===== src/rtl/caliptra_prim_sec_shadow_reg.sv =====
// -----------------------------------------------------------------------------
// caliptra_prim_sec_shadow_reg
//
// Purpose:
//   Shadowed security register. A value commits only after two consecutive
//   writes carry identical data. The committed value is stored alongside an
//   inverted shadow copy, and the two are compared every cycle so that a
//   flipped storage flop is detected and reported through a sticky flag.
//
// Ports:
//   clk_i          in   clock
//   rst_ni         in   synchronous reset, active low
//   we_i           in   write strobe, one write per asserted cycle
//   wd_i           in   write data [Width-1:0]
//   rd_i           in   read strobe, restarts the two-write sequence
//   q_o            out  committed value [Width-1:0]
//   qe_o           out  one-cycle pulse after a successful commit
//   phase_o        out  0 = expecting first write, 1 = expecting second write
//   update_err_o   out  one-cycle pulse, second write differed from first
//   storage_err_o  out  sticky committed/shadow mismatch flag
//
// Handshake: we_i is a plain strobe with no back-pressure; every cycle with
// we_i=1 is consumed as one write. rd_i only matters when we_i=0.
// -----------------------------------------------------------------------------

// Storage flop kept in its own module so that the committed value and its
// inverted copy stay as two distinct, unmergeable register banks.
module caliptra_prim_sec_anchor_flop #(
    parameter int unsigned     Width      = 32,
    parameter logic [Width-1:0] ResetValue = '0
) (
    input  logic             clk_i,
    input  logic             rst_ni,
    input  logic             en_i,
    input  logic [Width-1:0] d_i,
    output logic [Width-1:0] q_o
);

    logic [Width-1:0] r_q;

    always_ff @(posedge clk_i) begin
        if (!rst_ni) begin
            r_q <= ResetValue;
        end else if (en_i) begin
            r_q <= d_i;
        end
    end

    assign q_o = r_q;

endmodule

module caliptra_prim_sec_shadow_reg #(
    parameter int unsigned     Width      = 32,
    parameter logic [Width-1:0] ResetValue = '0
) (
    input  logic             clk_i,
    input  logic             rst_ni,
    input  logic             we_i,
    input  logic [Width-1:0] wd_i,
    input  logic             rd_i,
    output logic [Width-1:0] q_o,
    output logic             qe_o,
    output logic             phase_o,
    output logic             update_err_o,
    output logic             storage_err_o
);

    localparam logic PhaseIdle   = 1'b0;
    localparam logic PhaseStaged = 1'b1;

    logic             phase_q;
    logic [Width-1:0] staged_q;
    logic [Width-1:0] committed_q;
    logic [Width-1:0] shadow_q;

    logic w_phase_d;
    logic w_commit;
    logic w_mismatch;
    logic w_storage_mismatch;

    logic r_qe;
    logic r_update_err;
    logic r_storage_err;

    // FSM state register
    always_ff @(posedge clk_i) begin
        if (!rst_ni) begin
            phase_q <= PhaseIdle;
        end else begin
            phase_q <= w_phase_d;
        end
    end

    // FSM next state: any write in STAGED ends the sequence, matching or not;
    // a read without a write also abandons the staged value.
    always_comb begin
        w_phase_d = phase_q;
        case (phase_q)
            PhaseIdle: begin
                if (we_i) w_phase_d = PhaseStaged;
            end
            PhaseStaged: begin
                if (we_i || rd_i) w_phase_d = PhaseIdle;
            end
            default: w_phase_d = PhaseIdle;
        endcase
    end

    // FSM outputs: commit is blocked once storage integrity is lost, while the
    // data-mismatch report stays independent of the storage flag.
    always_comb begin
        w_commit   = 1'b0;
        w_mismatch = 1'b0;
        if (phase_q == PhaseStaged && we_i) begin
            if (wd_i == staged_q) begin
                w_commit = !r_storage_err;
            end else begin
                w_mismatch = 1'b1;
            end
        end
    end

    // First write of a pair is captured here; the value is left in place
    // after a read abort because the next first write overwrites it anyway.
    always_ff @(posedge clk_i) begin
        if (!rst_ni) begin
            staged_q <= '0;
        end else if (phase_q == PhaseIdle && we_i) begin
            staged_q <= wd_i;
        end
    end

    caliptra_prim_sec_anchor_flop #(
        .Width      (Width),
        .ResetValue (ResetValue)
    ) u_committed (
        .clk_i  (clk_i),
        .rst_ni (rst_ni),
        .en_i   (w_commit),
        .d_i    (wd_i),
        .q_o    (committed_q)
    );

    caliptra_prim_sec_anchor_flop #(
        .Width      (Width),
        .ResetValue (~ResetValue)
    ) u_shadow (
        .clk_i  (clk_i),
        .rst_ni (rst_ni),
        .en_i   (w_commit),
        .d_i    (~wd_i),
        .q_o    (shadow_q)
    );

    assign w_storage_mismatch = (committed_q != ~shadow_q);

    always_ff @(posedge clk_i) begin
        if (!rst_ni) begin
            r_qe          <= 1'b0;
            r_update_err  <= 1'b0;
            r_storage_err <= 1'b0;
        end else begin
            r_qe          <= w_commit;
            r_update_err  <= w_mismatch;
            r_storage_err <= r_storage_err | w_storage_mismatch;
        end
    end

    assign q_o           = committed_q;
    assign qe_o          = r_qe;
    assign phase_o       = phase_q;
    assign update_err_o  = r_update_err;
    assign storage_err_o = r_storage_err;

endmodule

===== config.mk =====
export PLATFORM = sky130hd
export DESIGN_NAME = caliptra_prim_sec_shadow_reg
export DESIGN_NICKNAME = d
export VERILOG_FILES = /design/src/rtl/caliptra_prim_sec_shadow_reg.sv
export SDC_FILE = /design/constraint.sdc
export NUM_CORES = 1
export LEC_CHECK = 0
export BUFFER_PORTS_ARGS = -buffer_cell sky130_fd_sc_hd__buf_2
export CAP_MARGIN = 40
export CORE_MARGIN = 2
export CORE_UTILIZATION = 39
export CTS_BUF_LIST = sky130_fd_sc_hd__clkbuf_4
export DETAILED_ROUTE_END_ITERATION = 16
export PLACE_DENSITY_LB_ADDON = 0.05
export SLEW_MARGIN = 20
export SYNTH_ARGS = -nofsm -noshare
export SYNTH_HDL_FRONTEND = slang
export SYNTH_SLANG_ARGS = --single-unit

===== constraint.sdc =====
create_clock -name clk_i -period 1.8 [get_ports clk_i]
set_clock_uncertainty 0.2 [all_clocks]
set_input_delay 0.09 -clock clk_i [delete_from_list [all_inputs] [get_ports clk_i]]
set_output_delay 0.09 -clock clk_i [all_outputs]
set_load 0.01 [all_outputs]

==> results of run 1 <==
-- area by class of cell --
cell class / count / area (µm²)
clock inverter: 7 / 65.1
tap: 136 / 170
timing repair buffer: 155 / 1240
fill: 965 / 4570
sequential: 100 / 2010
multi-input combinational: 289 / 1930
inverter: 33 / 124
clock buffer: 9 / 67.6
-- cells in the mapped netlist (all sizes together) --
master	n	area [µm²]
o21ai	32	160
xor2	4	35.0
nand4	42	263
a21oi	33	165
clkinv	1	3.75
xnor2	60	526
nand2	65	244
clkbuf	19	71.3
dfxtp	100	2000
a41oi	1	8.76
a41o	1	10.0
nor2b	1	6.26
nand2b	1	6.26
and2	1	6.26
nor3	2	10.0
inv	32	120
o21a	32	240
a31oi	1	6.26
nor4	9	77.6
nor2	2	7.51
buf	8	68.8
or3b	1	8.76
and3	1	6.26
-- what timing repair did --
action / CTS / global route
endpoints found under the setup margin: 65 / 67
endpoints found under the hold margin: 98 / 0
cloned: 0 / 7
gates resized for setup: 5 / 20
hold buffers: 35 / 0
pin swaps: 4 / 23
buffers inserted: 0 / 2
-- worst max-delay path: cells and delay by family, from the launching register on --
family / cells / cell delay (ns)
compound gates: 1 / 0.15
xor+xnor: 1 / 0.23
simple gates: 3 / 0.67
flops: 1 / 0.37
buf+inv: 2 / 0.38
-- power groups by stage --
stage               Clock (mW)  Combinational (mW)  Sequential, mW
finish                    1.17               0.499            2.29
floorplan                    0               0.198            2.33
detailed placement           0               0.376            2.34
CTS                       1.20               0.443            2.29
global route              1.30               0.537            2.30
global placement             0               0.377            2.33
-- routing by layer --
layer,vias up,GRT usage [%],part of all wire (%)
li1,1800,-,-
met1,1705,26.7,47
met2,76,33.1,48
met3,9,2.82,4.0
met4,0,6.20,0.95
met5,-,0,0
-- cells by family after synthesis --
family | synth area share, %
compound gates | 14.6
simple gates | 15.7
buf+inv | 6.51
flops | 49.4
xor+xnor | 13.8
-- flip-flops by register name, summed over array words and instances, names as in the netlist --
signal and flops:
update_err_o 1, u_shadow.q_o 32, phase_o 1, qe_o 1, storage_err_o 1, staged_q 32
u_committed.q_o 32
-- stage by stage --
stage	util [%]	std cells	instance area, µm²
floorplan	-	449	4090
global placement	47.4	669	4830
detailed placement	47.4	669	4830
CTS	52.5	720	5350
global route	55.1	729	5610
finish	55.1	729	5610
-- final timing paths --
| check | start | end | slack [ns] | depth (start not counted) |
|---|---|---|---|---|
| setup / recovery | staged_q[12] | u_shadow.q_o[0] | -0.29 | 7 |
| setup reg to reg | staged_q[12] | u_shadow.q_o[0] | -0.29 | 7 |
| hold reg to reg | staged_q[9] | staged_q[9] | 0.28 | 2 |
| hold / removal | wd_i[18] | update_err_o | 0.09 | 5 |
==> metrics.csv, run 1 <==
metric,value,unit
status,"complete, but fails checks",
violated checks,negative setup slack,
Max VDD drop,0.000332,V
share of power burned in the clock network,29.5,%
Sw Pwr,1.11,mW
Initial Utilization,39.8,%
Comb power frac,12.6,%
Slew Limit Fails,0,
gr ovfl total,0,
Crit path required time,1.98,ns
final net count,624,
area grow syn2layout,38.5,%
first-pass GRT wire length,17000,µm
Critical Path Most Common Cell,nand4_1,
DR vias,3590,
syn nets,485,
Worst-Margin Slew,0.400,ns
Final Cycle Share,116,%
sequential element share of the synthesized area,49.4,%
crit path max fanout,17,
total CTS buffers,9,
CP peak stage delay,0.37,ns
die area,0.0112,mm²
count of final hold-check violations,0,
Worst-Skew Late Latency,0.46,ns
Fmax,477,MHz
first-pass detailed-route iteration total,4,
Clock Tree Root,clkbuf_4,
post-synthesis cell count,449,
Setup TNS,-16.38,ns
IO Port Bufs,71,
Die Wd,106,µm
routability cong.,0.786,
unrepaired setup endpoints after global routing,yes,
Detail Placement HPWL,7940,µm
DRT antenna net count,0,
"Arr. time, crit path",2.28,ns
min cycle time layout,2.09,ns
Final Power,3.96,mW
Avg WL per Cell,16.2,µm
synthesized flop and latch total,100,
CTS sink count,100,
H-tree depth,3,
Vert. Die Dim,106,µm
final WL,11800,µm
Setup-failing EPs final,66,
Post-Syn Area,0.00405,mm²
initial antenna violation count,0,
Residual DRC,0,
slew margin rel.,73.4,%
crit path capture type,flip-flop,
pwr dens,706,mW/mm²
critical-path cell list,xnor2_2 > nand4_1 > nor4_4 > buf_4 > clkbuf_16 > nand4_1 > o21a_1,
Synth warnings,0,
cell-internal power,2.85,mW
Total GRT Usage,19.8,%
Max-Cap Viols,0,
TritonCTS clock tree,built,
synth unique cells,27,
start-to-end type of the worst setup path,reg -> reg,
worst min-delay path category,in -> reg,
Max Root-Sink Buffers,2,
dpl ws,-0.219,ns
Reg power frac,57.9,%
"most common cell after layout, fill and taps aside",dfxtp_1,
hold slack,0.0856,ns
number of diodes,0,
I/O Pins,72,
number of global-route vias before repair,3347,
most frequent cells in the layout,"dfxtp_1 (93), buf_2 (71), nand2_1 (65), xnor2_1 (50), nand4_1 (42)",
PnR worst setup slack,-0.295,ns
Core ar.,0.0102,mm²
P_leak,2.20,nW
sw frac,28.1,%
Synth Area per Inst,9.03,µm²
largest net degree at the start of global routing,38,
Avg Vias per Cell,4.92,
Rows,37,
DR iter-0 viols,138,
layout cells sized above 1,28.5,%
"Reg clk slew, reported paths",0.17,ns
critical path's slowest cell,dfxtp_2,
Startpoint Class,flip-flop,
Note: power is estimated with default switching activity, not from simulation.
==> inputs of run 2 (changes only) <==
- ABC_AREA: unset -> 1
- TNS_END_PERCENT: unset -> 20
==> run 2 against run 1 <==
Net effect:
- area after synthesis is 13% higher
- the flow still finishes with violations (negative setup slack)
- sequential share of layout area decreased by 2.4 points
- worst hold slack improved by 0.12 ns
- global-route usage decreased by 0.13 points
- critical path depth increased by 3
- largest cell class is now multi-input combinational cells
- non-clock buffer count down 22
- core utilization shrank 2.6 points
- sequential power is essentially flat
- fmax up 14%
- wire length grew 7.2%
- synthesized cell count grew 47%
- sequential cell count is the same
- critical path type unchanged
==> metrics.csv, run 2 <==
metric,value,unit
sw frac,27.1,%
crit path capture type,flip-flop,
Avg WL per Cell,13.8,µm
post-synthesis cell count,661,
Slew Limit Fails,0,
hold path startpoint,wd_i[13],
Reg power frac,60.5,%
Critical Path Most Common Cell,nand2_1,
unrepaired setup endpoints after global routing,yes,
Vert. Die Dim,112,µm
status,"complete, but fails checks",
dpl cell area,0.00516,mm²
hold slack,0.209,ns
first-pass detailed-route iteration total,5,
fin util,52.5,%
Avg Vias per Cell,4.76,
critical path's top delay family,simple AND/OR/NAND/NOR gates,
syn nets,697,
synthesized flop and latch total,100,
"Top FF cell, synth",dfxtp_1,
Fmax,542,MHz
Sw Pwr,1.04,mW
DR vias,4379,
Startpoint Class,flip-flop,
Worst-Skew Late Latency,0.48,ns
Max VDD drop,0.000552,V
Synth top area share,43.6,%
start-to-end type of the worst setup path,reg -> reg,
crit path buf inv count,2,
number of diodes,0,
R2R setup slack,-0.04,ns
Post-Syn Area,0.00459,mm²
sequential cell area,0.00202,mm²
reg-to-reg endpoint,u_committed.q_o[7],
min cycle time layout,1.84,ns
critical-path cell list,xnor2_1 > nand2_1 > nor2_1 > nand2_1 > nor2_4 > buf_4 > buf_8 > nand4_1 > nand2_1 > nor2_2,
layout cells sized above 1,22.6,%
first-pass GRT wire length,19800,µm
Comb power frac,11.8,%
initial antenna violation count,0,
Synth area leaders,"dfxtp_1 (44%), nand2_1 (14%), inv_1 (8.4%), xnor2_1 (6.3%), nand4_1 (4.5%)",
Initial Utilization,40.0,%
Core ar.,0.0115,mm²
DRT antenna net count,0,
gr ovfl total,0,
Worst Hold End,staged_q[13],
Synth top cells by count,"nand2_1 (170), inv_1 (103), dfxtp_1 (100)",
Synth Area per Inst,6.95,µm²
Final Cycle Share,102,%
I/O Pins,72,
largest net degree at the start of global routing,98,
crit path max fanout,10,
number of global-route vias before repair,4047,
share of power burned in the clock network,27.7,%
Synth warnings,0,
Rows,39,
multi-input gate area in the final layout,0.00219,mm²
dpl ws,-0.00192,ns
count of final hold-check violations,0,
Reg2Reg Depth,10,
TritonCTS clock tree,built,
Crit path required time,1.97,ns
cell-internal power,2.79,mW
"Arr. time, crit path",2.02,ns
CP peak stage delay,0.35,ns
Worst-Margin Slew,0.417,ns
final WL,12700,µm
Final Cell Area,0.00603,mm²
"Reg clk slew, reported paths",0.16,ns
CTS sink count,100,
Max-Cap Viols,0,
area grow syn2layout,31.3,%
total CTS buffers,9,
Final Power,3.83,mW
"Async S/R FF share, synth",0,%
DR iter-0 viols,293,
number of synthesized flops with an enable pin,0,
"area leader, netlist",dfxtp_1,
most common cell in the netlist,nand2_1,
violated checks,negative setup slack,
IO Port Bufs,71,
Hold Path Depth,4,
Total GRT Usage,19.7,%
Setup-failing EPs final,32,
Residual DRC,0,
fillers,1125,
Die Wd,112,µm
Detail Placement HPWL,7900,µm
die area,0.0127,mm²
worst min-delay path category,in -> reg,
critical path's slowest cell,dfxtp_2,
sequential element share of the synthesized area,43.6,%
H-tree depth,3,
final net count,807,
Clock Tree Root,clkbuf_4,
most frequent cells in the layout,"nand2_1 (140), inv_1 (99), dfxtp_1 (88), buf_2 (71), nor2_1 (48)",
slew margin rel.,72.2,%
P_leak,2.96,nW
"most common cell after layout, fill and taps aside",nand2_1,
R2R Path Start,staged_q[29],
routability cong.,0.750,
pwr dens,636,mW/mm²
PnR worst setup slack,-0.0445,ns
synth unique cells,21,
Max Root-Sink Buffers,2,
-- run 2: cell types whose count changed in the layout (fill, tap and decap cells not counted), sizes merged, moves of 8 or more --
cell and delta:
nand3 +35, nand4 -9, inv +73, nor2 +53, xnor2 -27, buf -23
o21a -23, nor4 -8, nand2 +105
-- run 2: area by class of cell --
class / count / area share, %
Timing Repair Buffer: 133 / 18.6
Clock buffer: 11 / 1.37
Clock inverter: 5 / 0.478
Multi-Input combinational cell: 417 / 36.3
Inverter: 110 / 6.85
Sequential cell: 100 / 33.5
Tap cell: 143 / 2.97
-- run 2: power by group through the flow --
stage	Combinational (mW)	Clock [mW]	Sequential (mW)
after global placement	0.373	0	2.36
after CTS	0.445	1.12	2.31
after detailed placement	0.379	0	2.36
after global routing	0.509	1.18	2.33
final	0.451	1.06	2.32
after floorplan	0.242	0	2.35
-- run 2: cell families (layout without fill, tap and decap cells) --
group	Yosys count	in the layout	synth area share (%)
XOR/XNOR	35	35	6.68
buffers and inverters	144	259	12.1
AND/OR/NAND/NOR	299	299	27.7
flip-flops	100	100	43.6
AO/OA/AOI/OAI	83	83	9.89
-- run 2: per-layer routing --
layer  vias to the layer above  GRT usage [%]  share of wire, %
met1                      1987           25.6                48
met2                        99           32.4                46
met4                         0           5.28               1.4
li1                       2281              -                 -
met3                        12           5.56               4.6
met5                         -              0                 0
-- run 2: how the worst max path moves through the flow --
stage,from,end,slack [ns],cells after the start
after CTS,staged_q[29],u_committed.q_o[9],-0.06,10
after detailed placement,staged_q[4],u_committed.q_o[5],-0.002,12
final,staged_q[29],u_committed.q_o[7],-0.04,10
after global routing,staged_q[24],u_committed.q_o[19],-0.19,11
after floorplan,staged_q[21],u_shadow.q_o[5],0.13,10
after global placement,staged_q[4],u_committed.q_o[0],-0.01,11
-- run 2: through the flow --
step	TNS, ns	instances
after detailed placement	-0.00192	855
after floorplan	0	661
after global placement	-0.0362	855
after global routing	-10.35	919
final	-0.464	919
after CTS	-1.39	910
-- run 2: worst min-delay path: stages --
cell and delay, ns:
dlygate4sd3_1 0.53, buf_2 0.14, inv_2 0.06, a21oi_1 0.05
-- run 2: timing repair --
action,4_1_cts,5_1_grt
pin swaps,10,40
cloned,1,5
gates resized for setup,6,63
buffers inserted,1,4
setup endpoints to repair,58,66
endpoints found under the hold margin,100,0
hold buffers,37,0
==> inputs of run 3 (changes only) <==
- clock period: 1.8 -> 2 ns (I/O delays scaled with it)
==> run 3 against run 2 <==
Net effect:
- the run now ends clean
- clock-buffer cell count is 1 lower
- sequential share of layout area is 1.0 points higher
- via count is 2.2% lower
- critical endpoint is now u_committed.q_o[24]
==> metrics.csv, run 3 (same netlist as run 2, synthesis figures left out) <==
metric,value,unit
non-filler cells in the finished layout,917,
start-to-end type of the worst setup path,in -> reg,
critical-path cell list,dlygate4sd3_1 > buf_2 > inv_1 > nand2_1 > nand2_1 > nand2_1 > nor2_2 > nand2_2 > nor2_4 > nand3_4 > buf_12 > nand2_1 > inv_1 > nor2_1,
die area,0.0127,mm²
Detail Placement HPWL,8100,µm
P_leak,2.89,nW
Total GRT Usage,19.1,%
pwr dens,635,mW/mm²
number of global-route vias before repair,4013,
"Reg clk slew, reported paths",0.13,ns
DR vias,4283,
crit path buf inv count,5,
Avg WL per Cell,12.9,µm
Setup-failing EPs final,0,
DRT antenna net count,0,
CP peak stage delay,0.53,ns
Max Root-Sink Buffers,2,
H-tree depth,3,
worst min-delay path category,in -> reg,
"Arr. time, crit path",2.03,ns
first-pass detailed-route iteration total,4,
Clock Tree Root,clkbuf_4,
Worst-Skew Late Latency,0.45,ns
largest net degree at the start of global routing,98,
Startpoint Class,input pin,
slew margin rel.,74.0,%
area grow syn2layout,26.4,%
unrepaired setup endpoints after global routing,yes,
most frequent cells in the layout,"nand2_1 (169), inv_1 (103), dfxtp_1 (100), buf_2 (71), nor2_1 (49)",
CTS sink count,100,
DR iter-0 viols,206,
post-placement cell count,855,
final net count,804,
Residual DRC,0,
count of final hold-check violations,0,
dpl ws,0.160,ns
Critical Path Most Common Cell,nand2_1,
fillers,1163,
Initial Utilization,40.0,%
Rows,39,
total CTS buffers,9,
crit path max fanout,33,
Vert. Die Dim,112,µm
Core ar.,0.0115,mm²
PnR worst setup slack,0.153,ns
IO Port Bufs,71,
final WL,11800,µm
initial antenna violation count,1,
Final Cycle Share,92.3,%
sequential cell area,0.00200,mm²
status,"complete, no violations",
critical path's top delay family,buffers and inverters,
Avg Vias per Cell,4.67,
Die Wd,112,µm
layout cells sized above 1,15.3,%
multi-input gate area in the final layout,0.00206,mm²
min cycle time layout,1.85,ns
Fmax,541,MHz
fin util,50.6,%
Crit path required time,2.18,ns
routability cong.,0.778,
Max-Cap Viols,0,
Max VDD drop,0.000507,V
TritonCTS clock tree,built,
I/O Pins,72,
Worst-Margin Slew,0.390,ns
first-pass GRT wire length,19400,µm
Slew Limit Fails,0,
crit path capture type,flip-flop,
critical path's slowest cell,dlygate4sd3_1,
"most common cell after layout, fill and taps aside",nand2_1,
gr ovfl total,0,
## run 3: metrics by stage
stage          instance area (µm²)  power, mW  setup TNS (ns)  hold WS, ns
4_1_cts                       5730       3.71               0        0.227
5_1_grt                       5800       3.86        -0.00341        0.242
2_1_floorplan                 4590       2.34               0       0.0392
3_5_place_dp                  5150       2.47               0        0.174
6_report                      5800       3.68               0        0.265
3_3_place_gp                  5150       2.46               0        0.172
## run 3: final cells by class
cell class	count	share of cell area, %
antenna	1	0.0431
timing repair buffer	130	17.1
sequential	100	34.5
clock buffer	10	1.29
clock inverter	6	1.36
multi-input combinational	417	35.6
tap	143	3.08
inverter	110	7.12
## run 3: worst paths after layout
path,start,to,slack [ns],cells past startpoint
max,wd_i[1],u_committed.q_o[24],0.15,14
min,wd_i[23],staged_q[23],0.27,4
max reg2reg,staged_q[1],u_committed.q_o[24],0.18,12
min reg2reg,u_shadow.q_o[18],u_shadow.q_o[18],0.29,2
## run 3: worst min-delay path: cells and delay by family
family	cells	cell delay, ns
AOI/OAI and AO/OA	1	0.05
buffers and inverters	3	0.71
## run 3: report_power, final
| part | switching [mW] | total [mW] | internal [mW] |
|---|---|---|---|
| Sequential | 0.0344 | 2.08 | 2.05 |
| Clock | 0.661 | 1.17 | 0.512 |
| Combinational | 0.222 | 0.428 | 0.206 |
## run 3: metal layers
metal  vias up  GRT usage, %  share of wire (%)
li1       2275             -                  -
met1      1930          24.6                 48
met2        65          32.6                 47
met3        13          3.78                3.3
met4         0          5.85                1.8
met5         -             0                  0
## run 3: timing repair
| action | CTS | global route |
|---|---|---|
| endpoints found under the setup margin | 0 | 37 |
| hold buffers | 42 | 0 |
| resized for setup | 0 | 10 |
| hold endpoints to repair | 98 | 0 |
| buffers inserted | 0 | 3 |
